**config.mk**
```make
export PLATFORM = sky130hd
export DESIGN_NAME = mem_bist_8x16
export DESIGN_NICKNAME = d
export VERILOG_FILES = /design/src/rtl/mem_bist_pkg.sv /design/src/rtl/bist_rd_pipe.sv /design/src/rtl/mem_bist_8x16.sv
export SDC_FILE = /design/constraint.sdc
export NUM_CORES = 1
export LEC_CHECK = 0
export BUFFER_PORTS_ARGS = -buffer_cell sky130_fd_sc_hd__buf_4
export CAP_MARGIN = 10
export CORE_MARGIN = 1.5
export CORE_UTILIZATION = 35
export CTS_CLUSTER_DIAMETER = 50
export DETAILED_ROUTE_END_ITERATION = 12
export SYNTH_ARGS = -nofsm -noshare
export SYNTH_HDL_FRONTEND = slang
export SYNTH_HIERARCHICAL = 1
export SYNTH_SLANG_ARGS = --single-unit
```
**constraint.sdc**
```tcl
create_clock -name i_clk -period 2.7 [get_ports i_clk]
set_input_delay 0.54 -clock i_clk [delete_from_list [all_inputs] [get_ports i_clk]]
set_output_delay 0.54 -clock i_clk [all_outputs]
set_load 0.01 [all_outputs]
```
**src/rtl/mem_bist_pkg.sv**
```systemverilog
// Shared definitions for the 8x16 RAM march-test initiator: state and phase
// encodings, geometry, the read-compare record and the pattern helpers.
package mem_bist_pkg;

    localparam int unsigned ADDR_W = 3;
    localparam int unsigned DATA_W = 16;
    localparam int unsigned DEPTH  = 8;
    localparam int unsigned ST_W   = 3;
    localparam int unsigned PH_W   = 2;
    localparam int unsigned CNT_W  = 4;
    localparam int unsigned ERR_W  = 5;

    // March states are encoded in execution order; the FSM steps by +1.
    localparam logic [ST_W-1:0] ST_IDLE    = 3'd0;
    localparam logic [ST_W-1:0] ST_CLR     = 3'd1;
    localparam logic [ST_W-1:0] ST_RD_ZERO = 3'd2;
    localparam logic [ST_W-1:0] ST_WR_P    = 3'd3;
    localparam logic [ST_W-1:0] ST_RD_P    = 3'd4;
    localparam logic [ST_W-1:0] ST_WR_N    = 3'd5;
    localparam logic [ST_W-1:0] ST_RD_N    = 3'd6;
    localparam logic [ST_W-1:0] ST_DONE    = 3'd7;

    localparam logic [PH_W-1:0] PH_NONE    = 2'd0;
    localparam logic [PH_W-1:0] PH_RD_ZERO = 2'd1;
    localparam logic [PH_W-1:0] PH_RD_P    = 2'd2;
    localparam logic [PH_W-1:0] PH_RD_N    = 2'd3;

    typedef struct packed {
        logic              valid;
        logic [ADDR_W-1:0] addr;
        logic [DATA_W-1:0] expected;
        logic [PH_W-1:0]   phase;
    } rd_entry_t;

    // Per-address word: base rotated left by the address.
    function automatic logic [DATA_W-1:0] rotl_pattern(
        input logic [DATA_W-1:0] base,
        input logic [ADDR_W-1:0] a
    );
        logic [2*DATA_W-1:0] w;
        w = {base, base} << a;
        return w[2*DATA_W-1:DATA_W];
    endfunction

    function automatic logic [DATA_W-1:0] expected_word(
        input logic [PH_W-1:0]   ph,
        input logic [DATA_W-1:0] base,
        input logic [ADDR_W-1:0] a
    );
        logic [DATA_W-1:0] w;
        case (ph)
            PH_RD_P: w = rotl_pattern(base, a);
            PH_RD_N: w = ~rotl_pattern(base, a);
            default: w = '0;
        endcase
        return w;
    endfunction

    function automatic logic [PH_W-1:0] state_phase(input logic [ST_W-1:0] st);
        logic [PH_W-1:0] ph;
        case (st)
            ST_RD_ZERO: ph = PH_RD_ZERO;
            ST_RD_P:    ph = PH_RD_P;
            ST_RD_N:    ph = PH_RD_N;
            default:    ph = PH_NONE;
        endcase
        return ph;
    endfunction

endpackage

```
**src/rtl/bist_rd_pipe.sv**
```systemverilog
// RD_LAT-deep delay line aligning each issued read with its returning data.
module bist_rd_pipe
    import mem_bist_pkg::*;
#(
    parameter int unsigned RD_LAT = 1
) (
    input  logic      i_clk,
    input  logic      i_rst_n,
    input  rd_entry_t i_entry,
    output rd_entry_t o_entry
);

    rd_entry_t [RD_LAT-1:0] r_stage;

    always_ff @(posedge i_clk or negedge i_rst_n) begin
        if (!i_rst_n) begin
            r_stage <= '0;
        end else begin
            r_stage[0] <= i_entry;
            for (int unsigned i = 1; i < RD_LAT; i++) begin
                r_stage[i] <= r_stage[i-1];
            end
        end
    end

    assign o_entry = r_stage[RD_LAT-1];

endmodule

```
**src/rtl/mem_bist_8x16.sv**
```systemverilog
// March-test initiator for the 8x16 dual-port RAM: clear, read 0, write/read
// pattern, write/read inverse; reports pass, error count and first failure.
module mem_bist_8x16
    import mem_bist_pkg::*;
#(
    parameter logic [DATA_W-1:0] PATTERN = 16'hA5C3,
    parameter int unsigned       RD_LAT  = 1
) (
    input  logic              i_clk,
    input  logic              i_rst_n,
    input  logic              i_start,
    output logic              o_busy,
    output logic              o_done,
    output logic              o_pass,
    output logic [ERR_W-1:0]  o_err_count,
    output logic [PH_W-1:0]   o_fail_phase,
    output logic [ADDR_W-1:0] o_fail_addr,
    output logic [DATA_W-1:0] o_fail_data,
    output logic              o_ram_rst,
    output logic              o_we,
    output logic              o_en,
    output logic [ADDR_W-1:0] o_addr_w,
    output logic [ADDR_W-1:0] o_addr_r,
    output logic [DATA_W-1:0] o_data_w,
    input  logic [DATA_W-1:0] i_data_r
);

    localparam logic [CNT_W-1:0] WR_LAST = CNT_W'(DEPTH - 1);
    localparam logic [CNT_W-1:0] RD_LAST = CNT_W'(DEPTH + RD_LAT - 1);

    logic [ST_W-1:0]   r_state, w_state_nxt;
    logic [CNT_W-1:0]  r_cnt, w_cnt_nxt;

    logic              r_busy, w_busy_nxt;
    logic              r_done, w_done_nxt;
    logic              r_pass, w_pass_nxt;
    logic [ERR_W-1:0]  r_err_count, w_err_count_nxt;
    logic [PH_W-1:0]   r_fail_phase, w_fail_phase_nxt;
    logic [ADDR_W-1:0] r_fail_addr, w_fail_addr_nxt;
    logic [DATA_W-1:0] r_fail_data, w_fail_data_nxt;
    logic              r_ram_rst, w_ram_rst_nxt;
    logic              r_we, w_we_nxt;
    logic              r_en, w_en_nxt;
    logic [ADDR_W-1:0] r_addr_w, w_addr_w_nxt;
    logic [ADDR_W-1:0] r_addr_r, w_addr_r_nxt;
    logic [DATA_W-1:0] r_data_w, w_data_w_nxt;

    logic              w_accept;
    logic              w_mismatch;
    logic              w_rd_state_nxt;
    rd_entry_t         w_pipe_in;
    rd_entry_t         w_pipe_out;

    // Record of the read issued this cycle, compared RD_LAT edges later.
    always_comb begin
        w_pipe_in = '0;
        if (r_en) begin
            w_pipe_in.valid    = 1'b1;
            w_pipe_in.addr     = r_addr_r;
            w_pipe_in.phase    = state_phase(r_state);
            w_pipe_in.expected = expected_word(state_phase(r_state), PATTERN, r_addr_r);
        end
    end

    bist_rd_pipe #(
        .RD_LAT (RD_LAT)
    ) u_rd_pipe (
        .i_clk   (i_clk),
        .i_rst_n (i_rst_n),
        .i_entry (w_pipe_in),
        .o_entry (w_pipe_out)
    );

    assign w_accept   = (r_state == ST_IDLE) && i_start;
    assign w_mismatch = w_pipe_out.valid && (i_data_r != w_pipe_out.expected);

    always_ff @(posedge i_clk or negedge i_rst_n) begin
        if (!i_rst_n) begin
            r_state <= ST_IDLE;
            r_cnt   <= '0;
        end else begin
            r_state <= w_state_nxt;
            r_cnt   <= w_cnt_nxt;
        end
    end

    // Next state plus the RAM-port and result values registered at the edge.
    always_comb begin
        w_state_nxt      = r_state;
        w_cnt_nxt        = r_cnt;
        w_pass_nxt       = r_pass;
        w_err_count_nxt  = r_err_count;
        w_fail_phase_nxt = r_fail_phase;
        w_fail_addr_nxt  = r_fail_addr;
        w_fail_data_nxt  = r_fail_data;

        case (r_state)
            ST_IDLE: begin
                if (i_start) begin
                    w_state_nxt = ST_CLR;
                    w_cnt_nxt   = '0;
                end
            end
            ST_CLR: begin
                w_state_nxt = ST_RD_ZERO;
                w_cnt_nxt   = '0;
            end
            ST_RD_ZERO, ST_RD_P, ST_RD_N: begin
                if (r_cnt == RD_LAST) begin
                    w_state_nxt = r_state + ST_W'(1);
                    w_cnt_nxt   = '0;
                end else begin
                    w_cnt_nxt = r_cnt + CNT_W'(1);
                end
            end
            ST_WR_P, ST_WR_N: begin
                if (r_cnt == WR_LAST) begin
                    w_state_nxt = r_state + ST_W'(1);
                    w_cnt_nxt   = '0;
                end else begin
                    w_cnt_nxt = r_cnt + CNT_W'(1);
                end
            end
            default: begin
                w_state_nxt = ST_IDLE;
                w_cnt_nxt   = '0;
            end
        endcase

        w_rd_state_nxt = (w_state_nxt == ST_RD_ZERO) || (w_state_nxt == ST_RD_P) ||
                         (w_state_nxt == ST_RD_N);
        w_ram_rst_nxt  = (w_state_nxt == ST_CLR);
        w_we_nxt       = (w_state_nxt == ST_WR_P) || (w_state_nxt == ST_WR_N);
        w_en_nxt       = w_rd_state_nxt && (w_cnt_nxt < CNT_W'(DEPTH));
        w_addr_w_nxt   = w_we_nxt ? w_cnt_nxt[ADDR_W-1:0] : '0;
        w_addr_r_nxt   = w_en_nxt ? w_cnt_nxt[ADDR_W-1:0] : '0;
        w_busy_nxt     = (w_state_nxt != ST_IDLE) && (w_state_nxt != ST_DONE);
        w_done_nxt     = (w_state_nxt == ST_DONE);

        case (w_state_nxt)
            ST_WR_P: w_data_w_nxt = rotl_pattern(PATTERN, w_cnt_nxt[ADDR_W-1:0]);
            ST_WR_N: w_data_w_nxt = ~rotl_pattern(PATTERN, w_cnt_nxt[ADDR_W-1:0]);
            default: w_data_w_nxt = '0;
        endcase

        if (w_accept) begin
            w_pass_nxt       = 1'b0;
            w_err_count_nxt  = '0;
            w_fail_phase_nxt = PH_NONE;
            w_fail_addr_nxt  = '0;
            w_fail_data_nxt  = '0;
        end else if (w_mismatch) begin
            w_err_count_nxt = r_err_count + ERR_W'(1);
            if (r_fail_phase == PH_NONE) begin
                w_fail_phase_nxt = w_pipe_out.phase;
                w_fail_addr_nxt  = w_pipe_out.addr;
                w_fail_data_nxt  = i_data_r;
            end
        end

        // Last compare lands on the edge entering DONE, so use the updated count.
        if (w_state_nxt == ST_DONE) begin
            w_pass_nxt = (w_err_count_nxt == '0);
        end
    end

    always_ff @(posedge i_clk or negedge i_rst_n) begin
        if (!i_rst_n) begin
            r_busy       <= 1'b0;
            r_done       <= 1'b0;
            r_pass       <= 1'b0;
            r_err_count  <= '0;
            r_fail_phase <= PH_NONE;
            r_fail_addr  <= '0;
            r_fail_data  <= '0;
            r_ram_rst    <= 1'b0;
            r_we         <= 1'b0;
            r_en         <= 1'b0;
            r_addr_w     <= '0;
            r_addr_r     <= '0;
            r_data_w     <= '0;
        end else begin
            r_busy       <= w_busy_nxt;
            r_done       <= w_done_nxt;
            r_pass       <= w_pass_nxt;
            r_err_count  <= w_err_count_nxt;
            r_fail_phase <= w_fail_phase_nxt;
            r_fail_addr  <= w_fail_addr_nxt;
            r_fail_data  <= w_fail_data_nxt;
            r_ram_rst    <= w_ram_rst_nxt;
            r_we         <= w_we_nxt;
            r_en         <= w_en_nxt;
            r_addr_w     <= w_addr_w_nxt;
            r_addr_r     <= w_addr_r_nxt;
            r_data_w     <= w_data_w_nxt;
        end
    end

    assign o_busy       = r_busy;
    assign o_done       = r_done;
    assign o_pass       = r_pass;
    assign o_err_count  = r_err_count;
    assign o_fail_phase = r_fail_phase;
    assign o_fail_addr  = r_fail_addr;
    assign o_fail_data  = r_fail_data;
    assign o_ram_rst    = r_ram_rst;
    assign o_we         = r_we;
    assign o_en         = r_en;
    assign o_addr_w     = r_addr_w;
    assign o_addr_r     = r_addr_r;
    assign o_data_w     = r_data_w;

endmodule

```
Word-level counts from Yosys, hierarchy flattened
Cells that the tools add are included.

Output and inout port bits: 54. Flip-flop bits (word level): 83.

Magnitude comparators: 1. Equality and inequality tests: 19. Shifts and indexed selects: 2. Bitwise gates (word level): 2. Add/subtract/negate cells: 3. Reduce and logical (&&, ||, !) cells: 17. Mux-type cells: 28.

Operators by type and width (count): 16-bit case mux with 2 select lines (2); 32-bit by 3-bit << shifter with 32-bit output, first input constant (2); 16-bit two-way mux (3); 16-bit NOT (2); 3-bit two-way mux (8); 22-bit two-way mux (1); 3-bit == test, second input constant (7); 16-bit inequality test (1); 3-bit by 2-bit == test with 1-bit output, second input constant (4); 4-bit two-way mux (3); 3-bit case mux with 4 select lines (1); 4-bit case mux with 3 select lines (1); 5-bit two-way mux (2); 2-bit two-way mux (4); 3-bit by 1-bit == test with 1-bit output, second input constant (2); 2-bit case mux with 3 select lines (1); 2-bit nonzero test (3); 5-bit by 1-bit adder with 5-bit output, second input constant (1); 5-bit zero test (1); 4-bit by 1-bit adder with 4-bit output, second input constant (1); 2-bit == test, second input constant (2); 4-bit by 3-bit == test with 1-bit output, second input constant (1); 4-bit == test, second input constant (1); 1-bit logical AND (4); 11 further kinds (14).

Logic depth before layout (Yosys ltp)
Gate-level depths: netlist of the first run.

Depth in word-level cells: 8. Gate-level depth with buffers: 11. Depth with buffers taken out: 10.

Hierarchy
The synthesis of the first run kept the hierarchy.

By module, submodules not included: mem_bist_8x16 (area an instance 3809.9 um2, cells an instance 389, times used 1); bist_rd_pipe (area an instance 550.5 um2, cells an instance 22, times used 1).

Worst setup path after synthesis of the first run
OpenSTA, ideal clock, no wires.

Path type: reg2reg. From: register r_state[1]. To: register r_data_w[15], in the netlist o_data_w[15]. Setup slack: 443 ps. Setup time: 79 ps. Stages on the path, launching flop included: 11. Arrival time: 2178 ps. Path buffers: 1. Data required time: 2621 ps. Cell sequence: dfrtp_1 > inv_1 > ha_1 > a21oi_4 > o22ai_4 > a22o_2 > inv_1 > buf_4 > ha_1 > o31ai_1 > mux2i_1.

Word-level cells in the longest chain between the ends: 6. Elaborated cells between the ends (all ways): 20.

RTL lines: start: declaration (RTL line mem_bist_8x16.sv:31) `logic [ST_W-1:0] r_state, w_state_nxt;`; start signal: assignment (RTL line mem_bist_8x16.sv:82) `r_state <= w_state_nxt;`; 3-bit by 2-bit == test with 1-bit output or 3-bit == test (tied branches) (RTL line mem_bist_8x16.sv:97) `case (r_state)`; 3-bit OR reduction or 2-bit OR reduction (tied branches) (RTL line mem_bist_8x16.sv:97); 4-bit case mux with 3 select lines (RTL line mem_bist_8x16.sv:97); 32-bit by 3-bit << shifter with 32-bit output (RTL line mem_bist_pkg.sv:41) `w = {base, base} << a;`; 16-bit NOT (RTL line mem_bist_8x16.sv:142) `ST_WR_N: w_data_w_nxt = ~rotl_pattern(PATTERN, w_cnt_nxt[ADDR_W-1:0]);`; 16-bit case mux with 2 select lines (*) (RTL line mem_bist_8x16.sv:140) `case (w_state_nxt)`; via w_data_w_nxt[15] (RTL line mem_bist_8x16.sv:46) `logic [DATA_W-1:0] r_data_w, w_data_w_nxt;`; end signal: assignment (RTL line mem_bist_8x16.sv:195) `r_data_w <= w_data_w_nxt;`; end: declaration (RTL line mem_bist_8x16.sv:46).

Mark *: on every way through the listed nets, which the timed path passes. The rest lies on a longest branch. A chain may end at the register's enable or synchronous reset.

Worst setup path after layout of the first run
From: register r_state[1]. To: register r_data_w[1], in the netlist o_data_w[1].

Same word-level chain as after synthesis.

==> results of run 1 <==
-- report_power, final --
group	switching, mW	internal, mW
Clock	0.487	0.769
Sequential	0.201	1.51
Combinational	1.17	1.02
-- cell type report --
cell class	count	area, um^2	share of cell area [%]
Multi-Input combinational cell	285	2105	38.71
Sequential cell	83	2077	38.20
Timing Repair Buffer	85	663.1	12.20
Inverter	18	67.56	1.243
Clock inverter	5	61.31	1.128
Tap cell	168	210.2	3.867
Clock buffer	11	252.7	4.649
-- logic make-up after synthesis --
logic type      after synthesis
xor+xnor                     22
fa+ha+maj                    19
flops                        83
compound gates               66
mux                          50
simple gates                128
buf+inv                      43
-- through the flow --
| stage | worst slack, ps | util, % | total power [mW] |
|---|---|---|---|
| floorplan | 442.8 | - | 3.172 |
| global placement | 239.4 | 42.40 | 3.886 |
| detailed placement | 170.0 | 42.40 | 3.921 |
| CTS | 159.0 | 45.00 | 5.206 |
| global route | 36.16 | 45.07 | 5.535 |
| finish | 251.0 | 45.07 | 5.155 |
-- sequential cells by signal, summed over array words and instances (netlist names), 2 cells and up --
signal and count:
u_rd_pipe/o_entry 22, o_data_w 16, o_fail_data 16, o_err_count 5, r_cnt 4, o_addr_r 3, o_addr_w 3, o_fail_addr 3
r_state 3, o_fail_phase 2
-- metal layers --
metal / up-vias / GRT usage (%) / wire (um)
li1: 1556 / - / -
met4: 0 / 4.917 / 109
met1: 1526 / 19.91 / 4330
met2: 75 / 22.40 / 4136
met5: - / 0 / 0
met3: 10 / 3.970 / 436
-- cells in the mapped netlist (2+ instances only) --
cell      count
and2_1       20
buf_6         2
o21a_1        2
nor3_1        9
nand3b_1      3
a211oi_1      2
nand2_1      14
a21boi_0      2
dfrtp_1      83
nand3_1      11
buf_4         5
o31ai_1       2
xor2_1        2
inv_1        17
clkbuf_1     14
nor2_1       44
a21oi_1      15
ha_1         19
a22o_2        2
a21oi_2       2
or3_1         5
mux2i_2       4
xnor2_1      20
nand4_1       5
and3_1        2
buf_2         4
nor3b_1       3
o21ai_0      22
nor2b_1       2
mux2i_1      44
-- path summary, 6_finish.rpt --
kind	to	slack (ps)	start	cells after the start
max	o_data_w[1]$_DFF_PN0_	250	r_state[1]$_DFF_PN0_	10
min	o_fail_data[2]$_DFFE_PN0P_	230	i_rst_n	1
max reg2reg	o_data_w[1]$_DFF_PN0_	250	r_state[1]$_DFF_PN0_	10
min reg2reg	o_fail_addr[0]$_DFFE_PN0P_	480	u_rd_pipe/o_entry[18]$_DFF_PN0_	2
max in group asynchronous	o_we$_DFF_PN0_	1850	i_rst_n	2
min in group i_clk	o_fail_data[6]$_DFFE_PN0P_	460	i_data_r[6]	3
-- worst max-delay path, stage by stage (launching register included) --
cell and delay [ps]:
dfrtp_1 410, inv_1 120, ha_2 280, or3b_1 420, nand2_1 80, o21ai_0 70, buf_4 200, ha_1 310
inv_1 40, a21boi_0 190, mux2i_1 250
-- what timing repair did --
action,4_1_cts,5_1_grt
hold buffers,0,0
endpoints found under the setup margin,0,8
gates resized for setup,0,2
==> reports/results.ini, run 1 <==
[run_status]
status = finished, final reports clean

[synthesis]
async_reset_ff_share_pct = 100.0
ys_types = 60
synth_top_area_cell = dfrtp_1
synthCells = 411
synth_area_leaders = dfrtp_1, mux2i_1, ha_1
synth_nets = 449
synth-xor-area-share_pct = 4.419
yosysWarnings = 6
synth_top_family_by_area = simple AND/OR/NAND/NOR gates
avgSynthCellArea_um2 = 10.61
synth_top_area_share_pct = 47.63
synth_area_um2 = 4360
ys_ff_latch = 83
ys_seq_area_share_pct = 47.63
muxShareOfSynthArea_pct = 12.14
synth_compound_area_share_pct = 10.47
synthSimpleGateAreaFrac_pct = 15.29
synth_edf_count = 0
synthAdderAreaFrac_pct = 5.452
synth-main-ff-cell = dfrtp_1

[place]
dpl-instance-area_um2 = 5114
gp_congestion = 0.9069
io_buffers = 72
dp.cells = 639
hpwl_um = 6383

[clocking]
cts_setup_buffers = 0
cts_sinks = 83
clk_path_buf_depth = 2
h-tree-depth = 3
cts_tree = done
clkTransAtPathRegs_ps = 60
clockRootBuffer = clkbuf_16
clock_latency_ps = 340
cts_buffers = 9

[routing]
drtIter0Drc = 145
vias_per_cell = 4.835
wirelength_um = 9013
vias = 3167
drc_errors = 0
wl_per_cell_um = 13.76
antenna_left = 0
first_pass_iters = 4

[global_routing]
antenna_found_initial = 0
gr-total-overflow = 0
grt_usage_pct = 14.59
first_global_vias = 3060
grt_max_degree = 51
grt_pass1_wl_um = 15040

[finish]
nets = 520
areaGrowthSynthToFinish_pct = 24.68
drive_gt1_share_pct = 26.28
nFillCells = 1156
layout_common_cells = buf_4, dfrtp_1, nor2_1, mux2i_1, o21ai_0
diodes = 0
post_layout_nonfiller_instances = 655
stdcell_area_um2 = 5436

[floorplanning]
start_util_pct = 36.15
die_y_um = 114.6
io_pins = 73
placementRows = 40
die_w_um = 114.6
fp.coreArea_um2 = 12060
die-area_um2 = 13140

[timing]
final-setup-viol-count = 0
rsz0062_at_grt = no
hold_slack_ps = 226.6
hold_violations = 0
max-slew-margin-rel_pct = 54.66
worstMarginPinSlew_ps = 680.1
slew_violations = 0
final.setup.tns_ps = 0
finalClockSkew_ps = 5.950
fmax_ghz = 0.4083
period_share_pct = 90.70
period_minus_slack_ps = 2449

[hold_path]
holdCritPathClass = in -> async

[worst_setup_path]
cp_data_required_time_ps = 2950
critPathKind = reg -> reg
path_max_fanout = 12
crit_arrival_ps = 2700
cp-start-kind = register
end_kind = register

[power]
ir_drop_v = 0.0004802
p_leak_nw = 2.735
p_per_area_nw_per_um2 = 948.3

[flow_run]
cap_viol_max_count = 0

Note: power is estimated with default switching activity, not from simulation.
==> inputs of run 2 (changes only) <==
--- a/config.mk
+++ b/config.mk
@@ -8,9 +8,10 @@
 export BUFFER_PORTS_ARGS = -buffer_cell sky130_fd_sc_hd__buf_4
 export CAP_MARGIN = 10
 export CORE_MARGIN = 1.5
-export CORE_UTILIZATION = 35
+export CORE_UTILIZATION = 56
 export CTS_CLUSTER_DIAMETER = 50
 export DETAILED_ROUTE_END_ITERATION = 12
+export PLACE_DENSITY = 0.79
 export SYNTH_ARGS = -nofsm -noshare
 export SYNTH_HDL_FRONTEND = slang
 export SYNTH_HIERARCHICAL = 1
==> run 2 against run 1 <==
Net effect:
- wire length decreased by 4.4%
- via count grew 0.98%
- sequential cell count did not move
- utilization increased by 26 points
- final area down 3.4%
- critical endpoint is now o_data_w[15]$_DFF_PN0_
- worst hold slack got worse by 98 ps
- largest power group unchanged
- non-clock buffer count rose by 6
- critical path depth is 1 lower
- sequential share of layout area increased by 1.3 points
- combinational power barely moved
- setup slack got worse by 73 ps
==> reports/results.ini, run 2 (synthesis gave the netlist of run 1 again) <==
[place]
dp.cells = 570  ; -11%
io_buffers = 72  ; unchanged
pre_cts_ws_ps = 130.8  ; -39.24 ps
gp_congestion = 0.8221  ; -9.4%
hpwl_um = 6089  ; -4.6%

[worst_setup_path]
crit_arrival_ps = 2800  ; +100 ps
worst-path-buf-inv = 2  ; -1
reg2reg_depth = 9  ; -1
path_delay_family = compound AO/OA/AOI/OAI gates
crit_cells = 9  ; -1
slowest_delay_ps = 440  ; +20 ps
cp_data_required_time_ps = 2980  ; +30 ps
end_kind = register
crit_chain = inv_1 > ha_2 > a21oi_4 > o22ai_4 > a22o_2 > clkinvlp_4 > ha_1 > o31ai_1 > mux2i_1
path_max_fanout = 10  ; -2
cp_slowest_cell = dfrtp_1
cp-start-kind = register
critPathKind = reg -> reg

[global_routing]
antenna_found_initial = 0  ; unchanged
first_global_vias = 3001  ; -1.9%
grtUsageMet3_pct = 4.606  ; +0.64 points
grt_usage_pct = 21.87  ; +7.3 points
grtUsageMet1_pct = 29.10  ; +9.2 points
grt_max_degree = 51  ; unchanged
met2_usage_pct = 35.51  ; +13 points
gr-total-overflow = 0  ; unchanged
grt_most_used_layer = met2
grt_pass1_wl_um = 14400  ; -4.3%

[finish]
largest_reg_flops = 22  ; unchanged
postLayoutCoreUtil_pct = 70.90  ; +26 points
post_layout_nonfiller_instances = 592  ; -9.6%
nFillCells = 535  ; -54%
ff_latch_area_um2 = 2077  ; unchanged
layout_common_cells = buf_4, dfrtp_1, nor2_1, mux2i_1, o21ai_0
diodes = 0  ; unchanged
nets = 526  ; +1.2%
final_common_cell = buf_4
areaGrowthSynthToFinish_pct = 20.46
drive_gt1_share_pct = 27.18  ; +0.90 points
multi_input_area_um2 = 2105  ; unchanged

[routing]
drtIter0Drc = 243  ; +68%
antenna_left = 0  ; unchanged
drc_errors = 0  ; unchanged
first_pass_iters = 5  ; +1
vias_per_cell = 5.402  ; +12%
wirelength_um = 8617  ; -4.4%
vias = 3198  ; +0.98%
wl_per_cell_um = 14.56  ; +5.8%

[floorplanning]
start_util_pct = 58.86  ; +23 points
placementRows = 31  ; -23%
die-area_um2 = 8325  ; -37%
fp.coreArea_um2 = 7408  ; -39%
die_w_um = 91.24  ; -20%
die_y_um = 91.24  ; -20%
io_pins = 73  ; unchanged

[timing]
hold_violations = 0  ; unchanged
period_share_pct = 93.42  ; +2.7 points
fin_ws_ps = 177.8  ; -73.23 ps
hold_slack_ps = 128.7  ; -97.96 ps
slew_violations = 0  ; unchanged
worstMarginPinSlew_ps = 642.4  ; -37.68 ps
final.setup.tns_ps = 0  ; unchanged
finalClockSkew_ps = 6.196  ; +0.2469 ps
final-setup-viol-count = 0  ; unchanged
period_minus_slack_ps = 2522  ; +73.23 ps
fmax_ghz = 0.3965  ; -2.9%
max-slew-margin-rel_pct = 57.17  ; +2.5 points

[power]
p_leak_nw = 2.689  ; -1.7%
ir_drop_v = 0.0006181  ; +29%
p_per_area_nw_per_um2 = 899.7  ; -5.1%

[clocking]
ctsHoldBuffers = 0  ; unchanged
h-tree-depth = 3  ; unchanged
clockRootBuffer = clkbuf_8
cts_sinks = 83  ; unchanged
clkTransAtPathRegs_ps = 80  ; +20 ps
cts_buffers = 9  ; unchanged
clock_latency_ps = 350  ; about the same
clk_path_buf_depth = 2  ; unchanged
cts_tree = done

[flow_run]
cap_viol_max_count = 0  ; unchanged

[hold_path]
holdCritPathClass = in -> async

[run_status]
status = finished, final reports clean

-- run 2: cell types whose count changed in the layout (fill, tap and decap cells not counted) --
| cell | delta |
|---|---|
| clkbuf_16 | -9 |
| clkbuf_8 | +9 |
| buf_4 | +7 |
| clkinv_4 | -3 |
| clkinvlp_4 | +3 |
| buf_12 | -1 |
| bufinv_16 | -1 |
| clkbuf_1 | +1 |
| clkinv_2 | +1 |
| inv_1 | -1 |
-- run 2: final timing paths --
| path | startpoint | endpoint | slack [ps] |
|---|---|---|---|
| setup reg to reg | r_state[0]$_DFF_PN0_ | o_data_w[15]$_DFF_PN0_ | 180 |
| hold / removal | i_rst_n | o_fail_data[5]$_DFFE_PN0P_ | 130 |
| setup / recovery | r_state[0]$_DFF_PN0_ | o_data_w[15]$_DFF_PN0_ | 180 |
| hold reg to reg | u_rd_pipe/o_entry[20]$_DFF_PN0_ | o_fail_addr[2]$_DFFE_PN0P_ | 490 |
| min in group i_clk | i_data_r[15] | o_fail_data[15]$_DFFE_PN0P_ | 450 |
| max in group asynchronous | i_rst_n | o_addr_w[1]$_DFF_PN0_ | 1960 |
-- run 2: routing by layer --
| metal | wire [um] | share of wire, % |
|---|---|---|
| met5 | 0 | 0 |
| met4 | 107 | 1.2 |
| met3 | 350 | 4.1 |
| met2 | 4212 | 49 |
| met1 | 3946 | 46 |
-- run 2: what timing repair did --
| item | CTS | global route |
|---|---|---|
| endpoints found under the setup margin | 0 | 8 |
| setup buffers | 0 | 6 |
| resized for setup | 0 | 3 |
-- run 2: power breakdown --
part           internal [mW]  total [mW]  leakage [nW]  switching, mW
combinational           1.04        2.22          1.47           1.18
sequential              1.51        1.69          1.13          0.184
clock                  0.381       0.813        0.0884          0.431
total                   2.93        4.73          2.69           1.79
-- run 2: final cells by class --
class                   count  area share, %
clock inverters             4         0.4764
multi-input cells         285          40.07
repair buffers             91          13.24
well taps                  99          2.358
clock buffers              12          2.954
inverters                  18          1.358
flip-flops and latches     83          39.54
-- run 2: through the flow --
stage,power (mW),cell area [um^2]
after floorplan,3.172,4360
after global routing,5.056,5253
final,4.726,5253
after detailed placement,3.871,5015
after CTS,4.685,5195
after global placement,3.800,5015
